## config.mk

```make
export PLATFORM = sky130hd
export DESIGN_NAME = divider_recombine_seq
export DESIGN_NICKNAME = d
export VERILOG_FILES = /design/src/rtl/divider_recombine_pkg.sv /design/src/rtl/divider_recombine_step.sv /design/src/rtl/divider_recombine_seq.sv
export SDC_FILE = /design/constraint.sdc
export NUM_CORES = 1
export LEC_CHECK = 0
export ABC_AREA = 1
export CORE_MARGIN = 3
export CORE_UTILIZATION = 37
export CTS_CLUSTER_DIAMETER = 60
export DETAILED_ROUTE_END_ITERATION = 12
export GPL_ROUTABILITY_DRIVEN = 0
export PLACE_DENSITY = 0.61
export SETUP_SLACK_MARGIN = 0.2
export SYNTH_ARGS = -nofsm -noshare
export SYNTH_HDL_FRONTEND = slang
export SYNTH_SLANG_ARGS = --single-unit
```

## constraint.sdc

```tcl
create_clock -name clk -period 2.1 [get_ports clk]
set_clock_uncertainty 0.05 [all_clocks]
set_input_delay 0.42 -clock clk [delete_from_list [all_inputs] [get_ports clk]]
set_output_delay 0.42 -clock clk [all_outputs]
set_load 0.1 [all_outputs]
```

## src/rtl/divider_recombine_pkg.sv

```systemverilog
// Shared constants for the divider recombine stage.
//   - FSM state encodings (IDLE / RUN / HOLD)
//   - default operand width and the derived result width
package divider_recombine_pkg;

  localparam int WIDTH_DEF  = 4;
  localparam int RWIDTH_DEF = 2 * WIDTH_DEF;

  localparam logic [1:0] IDLE = 2'd0;
  localparam logic [1:0] RUN  = 2'd1;
  localparam logic [1:0] HOLD = 2'd2;

endpackage

```

## src/rtl/divider_recombine_step.sv

```systemverilog
// One shift-and-add multiplier step (purely combinational).
// Ports:
//   acc, mcand, mplier           : current accumulator / multiplicand / multiplier
//   acc_nxt, mcand_nxt, mplier_nxt: values after consuming mplier[0]
module divider_recombine_step #(
  parameter int WIDTH  = 4,
  parameter int RWIDTH = 2 * WIDTH
) (
  input  logic [RWIDTH-1:0] acc,
  input  logic [RWIDTH-1:0] mcand,
  input  logic [WIDTH-1:0]  mplier,
  output logic [RWIDTH-1:0] acc_nxt,
  output logic [RWIDTH-1:0] mcand_nxt,
  output logic [WIDTH-1:0]  mplier_nxt
);

  // Sum cannot overflow RWIDTH: the largest reachable value is
  // (2^W-1)^2 + (2^W-1) < 2^(2W), so the carry-out is dropped.
  assign acc_nxt    = mplier[0] ? (acc + mcand) : acc;
  assign mcand_nxt  = mcand << 1;
  assign mplier_nxt = mplier >> 1;

endmodule

```

## src/rtl/divider_recombine_seq.sv

```systemverilog
// Reconstructs dividend = quotient*divisor + remainder, one multiplier bit
// per cycle, as the inverse/self-check stage behind the 4-bit divider.
// Ports:
//   clk, rst_n              : clock, async active-low reset
//   in_valid / in_ready     : operand handshake (ready only in IDLE)
//   quotient, divisor,
//   remainder               : operand triple, captured on acceptance
//   out_valid / out_ready   : result handshake (valid only in HOLD)
//   dividend                : last completed result (qualify with out_valid)
//   err                     : consistency flag, only meaningful in HOLD
// Build option: DIVIDER_RECOMBINE_CHECK_EN enables the err compare logic;
// without it err is tied low.
module divider_recombine_seq
  import divider_recombine_pkg::*;
#(
  parameter int WIDTH  = WIDTH_DEF,
  parameter int RWIDTH = 2 * WIDTH
) (
  input  logic              clk,
  input  logic              rst_n,
  input  logic              in_valid,
  output logic              in_ready,
  input  logic [WIDTH-1:0]  quotient,
  input  logic [WIDTH-1:0]  divisor,
  input  logic [WIDTH-1:0]  remainder,
  output logic              out_valid,
  input  logic              out_ready,
  output logic [RWIDTH-1:0] dividend,
  output logic              err
);

  localparam int CW = $clog2(WIDTH + 1);
  localparam logic [CW-1:0] LAST = CW'(WIDTH - 1);

  logic [1:0]        state;
  logic [RWIDTH-1:0] acc, mcand;
  logic [WIDTH-1:0]  mplier;
  logic [CW-1:0]     count;

  logic [RWIDTH-1:0] acc_nxt, mcand_nxt;
  logic [WIDTH-1:0]  mplier_nxt;

  divider_recombine_step #(.WIDTH(WIDTH), .RWIDTH(RWIDTH)) u_step (
    .acc        (acc),
    .mcand      (mcand),
    .mplier     (mplier),
    .acc_nxt    (acc_nxt),
    .mcand_nxt  (mcand_nxt),
    .mplier_nxt (mplier_nxt)
  );

  assign in_ready  = (state == IDLE);
  assign out_valid = (state == HOLD);

  always_ff @(posedge clk or negedge rst_n) begin
    if (!rst_n) begin
      state    <= IDLE;
      acc      <= '0;
      mcand    <= '0;
      mplier   <= '0;
      count    <= '0;
      dividend <= '0;
    end else begin
      case (state)
        IDLE: if (in_valid) begin
          acc    <= RWIDTH'(remainder);
          mcand  <= RWIDTH'(divisor);
          mplier <= quotient;
          count  <= '0;
          state  <= RUN;
        end
        RUN: begin
          acc    <= acc_nxt;
          mcand  <= mcand_nxt;
          mplier <= mplier_nxt;
          count  <= count + 1'b1;
          // Always WIDTH steps, even when mplier is already zero, so
          // latency is fixed regardless of operands.
          if (count == LAST) begin
            dividend <= acc_nxt;
            state    <= HOLD;
          end
        end
        HOLD: if (out_ready) state <= IDLE;
        default: state <= IDLE;
      endcase
    end
  end

`ifdef DIVIDER_RECOMBINE_CHECK_EN
  // A legal divider output never has divisor==0 or remainder>=divisor.
  logic err_pending;

  always_ff @(posedge clk or negedge rst_n) begin
    if (!rst_n)
      err_pending <= 1'b0;
    else if (state == IDLE && in_valid)
      err_pending <= (divisor == '0) || (remainder >= divisor);
  end

  assign err = (state == HOLD) && err_pending;
`else
  assign err = 1'b0;
`endif

endmodule
```

Word-level counts from Yosys, hierarchy flattened --
Cells that the tools add are included.
Operators by class: add/sub/neg operators 2, equal/unequal tests 6, muxes and demuxes 13, reduce and logical (&&, ||, !) cells 5
Operator list (count):
- one-hot mux 8 bit (2 select lines) | 2
- 2-to-1 mux 8 bit | 3
- adder 8 bit | 1
- one-hot mux 4 bit (2 select lines) | 1
- 2-to-1 mux 2 bit | 3
- one-hot mux 2 bit (3 select lines) | 1
- one-hot mux 3 bit (2 select lines) | 1
- 2-to-1 mux 4 bit | 1
- != test 2 bit (second input constant) | 2
- AND reduction 2 bit | 2
- adder 3 x 1 -> 3 bit (second input constant) | 1
- equality test 3 x 2 -> 1 bit (second input constant) | 1
- 2-to-1 mux 3 bit | 1
- AND reduction 3 bit | 1
- equality test 2 x 1 -> 1 bit (second input constant) | 1
- equality test 2 bit (second input constant) | 1
- zero test 2 bit | 1
- != test 2 x 1 -> 1 bit (second input constant) | 1
- nonzero test 2 bit | 1
Storage, ports and cells: register bits after elaboration 33, logic and storage cells 32

Longest topological paths before layout --
Gate-level depths: netlist of the first run.
depth after elaboration 3, depth in mapped cells 12, mapped depth without buffers 12

Cells and area by module --
From an unflattened synthesis of the first run, not the netlist that was laid out.
Unflattened totals: cells, all modules 286, area, all modules 2123.3 sq um
Modules (own cells, without submodules):
- divider_recombine_seq | times used 1, cells each 192, area an instance 1596.5 sq um
- divider_recombine_step | times used 1, cells each 94, area an instance 526.8 sq um

Worst setup path after synthesis of the first run --
OpenSTA, ideal clock, no wires.
kind reg-to-output, from reg state[0], to out in_ready, data arrival time 1.902 ns, data required time 1.630 ns, path slack -0.272 ns, cell stages (with the launch flop) 3, path through dfrtp_1 -> buf_2 -> nor2_1
Between the ends: longest elaborated chain between the ends 1
Ends and longest elaborated chain:
- start: declaration | line divider_recombine_seq.sv:35 | logic [1:0] state;
- start signal: assignment | line divider_recombine_seq.sv:57 | state <= IDLE;
- start signal: assignment | line divider_recombine_seq.sv:70 | state <= RUN;
- start signal: assignment | line divider_recombine_seq.sv:81 | state <= HOLD;
- zero test 2 bit | line divider_recombine_seq.sv:52 | assign in_ready = (state == IDLE);
- end: declaration | line divider_recombine_seq.sv:22 | output logic in_ready,
No other way between the ends.

Worst setup path after layout of the first run --
Same ends and word-level chain as after synthesis.

==> results of run 1 <==
-- cells in the mapped netlist --
master and instances:
nand3_2 1, o21ai_2 1, or2_1 1, o22ai_1 9
nor2_2 1, or2_2 5, dfrtp_1 33, inv_1 26
clkbuf_4 1, nand2_2 1, a32o_1 1, and2_4 1
o31ai_1 1, nand2_1 59, nand3_1 18, buf_2 4
buf_4 1, xnor2_1 1, or2_0 1, clkinv_2 1
inv_2 1, ha_1 9, conb_1 1, nand3b_1 2
a22o_1 1, fa_1 1, buf_6 1, nor2_1 13
o21ai_0 22, a21oi_1 5
-- cell type report --
| type | count | area, um2 | area share, % |
|---|---|---|---|
| multi-input cells | 155 | 837.1 | 37.25 |
| clock buffers | 7 | 86.33 | 3.842 |
| well taps | 65 | 81.33 | 3.619 |
| clock inverters | 1 | 30.03 | 1.336 |
| repair buffers | 29 | 280.3 | 12.47 |
| flip-flops and latches | 33 | 825.8 | 36.75 |
| inverters | 28 | 106.4 | 4.733 |
-- final timing paths --
path                                to  slack [ps]  cells past startpoint
max                           in_ready         340                      3
min                        dividend[6]         430                      2
max reg2reg                dividend[4]         370                     11
min reg2reg                dividend[6]         430                      2
max in group asynchronous     state[1]        1190                      2
min in group asynchronous  dividend[7]         500                      2
-- timing repair --
item / in CTS / in global routing
hold buffers: 0 / 0
setup buffers: 0 / 0
resized for setup: 0 / 4
setup endpoints to repair: 0 / 3
-- kinds of logic (layout without fill, tap and decap cells) --
group                      after synthesis  in the layout  share of synthesized area, %
and+or+nand+nor                        103            103                         25.02
DFF                                     33             33                         45.87
buffers and inverters                   35             65                         8.478
other                                    1              1                        0.2083
xor gates and xnor gates                 1              1                        0.4865
AOI/OAI and AO/OA                       40             40                         12.58
adders and majority gates               10             10                         7.366
-- through the flow --
step,std cells,hold WS [ps],cell area (um2)
CTS,318,436.0,2237
global route,318,447.4,2247
floorplan,223,74.41,1805
finish,318,434.2,2247
global placement,310,416.3,2121
detailed placement,310,417.1,2121
-- state kept, by name (all words and copies together) (netlist names) --
name / flops
acc: 8
mplier: 4
mcand: 8
dividend: 8
state: 2
count: 3
-- critical path, delay by kind of cell, from the launching register on --
family,cells,cell delay [ps]
flops,1,380
simple gates,1,230
buf+inv,2,390
-- metal layers --
metal | part of all wire (%) | routed length [um] | GRT usage, %
met1 | 48 | 1934 | 21.40
met2 | 48 | 1920 | 25.86
met3 | 3.1 | 123 | 3.562
met4 | 1.2 | 47 | 5.825
met5 | 0 | 0 | 0
==> results.md, run 1 <==
* Synth-to-Final Area Change at 24.81%
* Final ANT Viol Nets at 0
* Crit path time final at 1757 ps
* Worst EP required at 1630 ps
* Fill cells at 448
* HPWL Detailed at roughly 2.9 mm
* Commonest non-fill, non-tap cell in the layout: nand2_1
* FF-to-FF Start: mcand[0]
* Syn Inst Count at 223
* Net Count, Synth at 249
* GRT overflow at 0
* Status: complete, no violations
* Die Y at 75.76 um
* H-tree depth at 2
* WP data arrival at about 1300 ps
* Slowest cell on crit path: dfrtp_1
* Maxcap violations at 0
* CP startpoint: state[0]
* Synth top area share at 45.87%
* Initial antenna violation count at 0
* Pins Over Slew Limit at 0
* Routed Wire Length at around 4 mm
* Yosys cell types at 30
* First DRT Iteration DRCs at slightly above 60
* Vias at 1479
* #FFs+latches synth at 33
* Vias per inst at ~4.7
* Cell Area, Synth at 1800 um2
* Syn Area/Cell at 8.074 um2
* Crit path kind: reg2out
* Final Hold Viols at 0
* Hold Crit Class: reg2reg
* Most frequent cells in the layout: 59 x nand2_1, 33 x dfrtp_1, 25 x inv_1
* Cell Chain, Critical Path: buf_4 > nor2_2 > buf_12
* RSZ-0062 raised after global routing: no
* Setup violators final at 0
* Worst setup EP type: output port
* Root Driver: clkbuf_8
* Boundary pin count at 27
* First-pass GRT wire length at ~7 mm
* Share of cells above drive strength 1 at 15.42%
* Achievable Freq at 569.3 MHz
* Area of the core at about 4500 um2
* Setup TNS at 0 ps
* Avg WL per Cell at 12.66 um
* Area leader, netlist: dfrtp_1
* Hold_sp: dividend[6]
* PortBufs at 25
* Pre-CTS WS at 329.9 ps
* Die W at 75.76 um
* Register area share after synthesis at between 40% and 50%
* Critical Path Max Stage Delay at about 380 ps
* Die ar. at approximately 5700 um2
* Inserted Clock Buffers at 5
* Starting Density at 39.71%
* Worst-path clk slew at 70 ps
* Drt pass-1 iters at 4
* Synth area leaders: dfrtp_1 46%, nand2_1 12%, ha_1 6.3%, o21ai_0 6.1%, inv_1 5.4%
* Vias in the first global route at 1432
* Drc violations at 0
* Worst skew pair latency at 280 ps
* Largest net degree at the start of global routing at 34
* Cell row count at 24
* Sink Count at 33
* Worst-path fanout max at 11
* Final design utilization at between 40% and 50%
* CTS max path bufs at 2
* CTS tree: built
* Crit share post-route at 83.65%
* Nets at roughly 280
* Ant diodes at 0
* Critical path startpoint category: flip-flop
* Total Routing Usage GR at 16.15%
* Synth warnings at 0
* Worst setup margin at around 340 ps
Power of run 1 is not shown: default switching activity piles up to over one toggle a cycle in this logic, so the estimate is an artifact.
==> run 2, diff against run 1 <==
--- a/config.mk
+++ b/config.mk
@@ -11,7 +11,7 @@
 export CTS_CLUSTER_DIAMETER = 60
 export DETAILED_ROUTE_END_ITERATION = 12
 export GPL_ROUTABILITY_DRIVEN = 0
-export PLACE_DENSITY = 0.61
+export PLACE_DENSITY = 0.63
 export SETUP_SLACK_MARGIN = 0.2
 export SYNTH_ARGS = -nofsm -noshare
 export SYNTH_HDL_FRONTEND = slang
==> constraint.sdc (replaced) <==
create_clock -name clk -period 1.4 [get_ports clk]
set_clock_uncertainty 0.05 [all_clocks]
set_input_delay 0.28 -clock clk [delete_from_list [all_inputs] [get_ports clk]]
set_output_delay 0.28 -clock clk [all_outputs]
set_load 0.1 [all_outputs]
==> run 2 against run 1 <==
Compared with the run above: the run now ends with setup timing left; sequential share of layout area fell by 9.7 points; flip-flop and latch count did not move; critical path depth grew 8; count of clock-buffer cells in the layout unchanged; first-iteration DRC count up 15%; hold slack got worse by 140 ps; critical endpoint is now acc[4].
==> results.md, run 2 (same netlist as run 1, synthesis figures left out) <==
* Dpl cells at 330
* Area of the multi-input gates at roughly 1200 um2
* Critical path startpoint category: flip-flop
* Routing usage on met2 at 32.89%
* Worst EP required at 1540 ps
* Sink Count at 33
* Reg area at 838.3 um2
* Die W at between 70 and 80 um
* Boundary pin count at 27
* Vias per inst at 4.838
* GR Util met3 at 4.354%
* Crit share post-route at 119.8%
* Largest net degree at the start of global routing at 34
* Drt pass-1 iters at 4
* GRT overflow at 0
* Most frequent cells in the layout: 46 x nand2_1, 23 x dfrtp_1, 23 x buf_4
* Maxcap violations at 0
* First DRT Iteration DRCs at 71
* Area of the core at 4534 um2
* Worst-path clk slew at 80 ps
* Setup TNS at -2299 ps
* PortBufs at 25
* Post-Place Cell Area at 2436 um2
* Root Driver: clkbuf_8
* Pins Over Slew Limit at 0
* Crit path kind: reg2reg
* Worst setup margin at -276.5 ps
* HPWL Detailed at between 3 and 4 mm
* Synth-to-Final Area Change at 72.27%
* Hold Crit Class: in2async
* WP data arrival at 1810 ps
* Final Hold Viols at 0
* Vias in the first global route at 1830
* M1 GR Usage at 23.83%
* Worst-path fanout max at 2
* Share of cells above drive strength 1 at 50.17%
* First-pass GRT wire length at 8.321 mm
* Starting Density at 39.71%
* Fin area at 3102 um2
* Drc violations at 0
* Regs by FF count: acc x8, dividend x8, mcand x8
* H-tree depth at 2
* Die Y at ~76 um
* Final ANT Viol Nets at 0
* RSZ-0062 raised after global routing: yes
* Die ar. at between 5000 and 6000 um2
* Vias at roughly 1.7k
* Commonest non-fill, non-tap cell in the layout: nand2_1
* Crit path time final at between 1500 and 2000 ps
* Routed Wire Length at 5.216 mm
* Worst skew pair latency at 290 ps
* Initial antenna violation count at 0
* CTS Hold Bufs at 0
* Failing checks: setup timing
* Total Routing Usage GR at 19.39%
* Final Non-Filler Cells at 358
* Cell row count at 24
* Busiest grt layer: met2
* CTS max path bufs at 2
* Fill cells at 309
* Achievable Freq at 596.5 MHz
* Inserted Clock Buffers at 5
* Avg WL per Cell at between 10 and 15 um
* CTS tree: built
* Setup violators final at 19
* Status: complete, but fails checks
* Ant diodes at 0
* Nets at 318
* Worst setup EP type: flip-flop
==> run 2: cell count changes in the layout (fill, tap and decap cells not counted), sizes merged <==
cell and delta:
bufinv -1, buf +39, clkinvlp +1, clkinv +1
==> run 2: worst paths after layout <==
path / startpoint / cells after the start / to / slack, ps
setup / recovery: mcand[0] / 11 / acc[4] / -280
hold / removal: rst_n / 2 / dividend[5] / 300
setup reg to reg: mcand[0] / 11 / acc[4] / -280
hold reg to reg: mplier[2] / 2 / mplier[2] / 450
max in group asynchronous: rst_n / 2 / dividend[2] / 790
min in group clk: mplier[2] / 2 / mplier[2] / 450
==> run 2: area by class of cell <==
type | instances | area share (%)
Tap cell | 65 | 2.622
Inverter | 28 | 4.276
Clock buffer | 7 | 3.106
Timing Repair Buffer | 68 | 25.09
Multi-Input combinational cell | 155 | 37.47
Clock inverter | 1 | 0.1614
Timing Repair inverter | 1 | 0.2420
Sequential cell | 33 | 27.03
==> run 2: critical path, cell delays in order (launching register included) <==
cell and delay (ps):
dfrtp_1 360, ha_2 190, inv_2 40, fa_2 330, inv_2 70, nand2_2 50, nand2_2 50, and2_4 130
or2_1 100, nand3_2 80, nand3_2 70, nand2_2 40
==> run 2: per-stage QoR <==
stage               util (%)  hold slack [ps]  setup WS (ps)
finish                 68.41            298.2         -276.5
global route           68.41            316.8         -369.9
CTS                    64.68            312.6         -296.5
detailed placement     53.73            419.4         -300.5
global placement       53.73            417.5         -259.1
floorplan                  -           -65.59         -209.8
==> run 2: metal layers <==
metal,routed length (um),vias to the layer above
met3,137,14
met4,133,0
met1,2301,813
met2,2644,37
li1,-,868
met5,0,-
==> run 2: what timing repair did <==
action	CTS	global route
pin swaps	12	10
resized for setup	75	37
cloned	2	0
setup buffers	13	5
endpoints found under the setup margin	41	43
Power of run 2 is left out for the same reason.
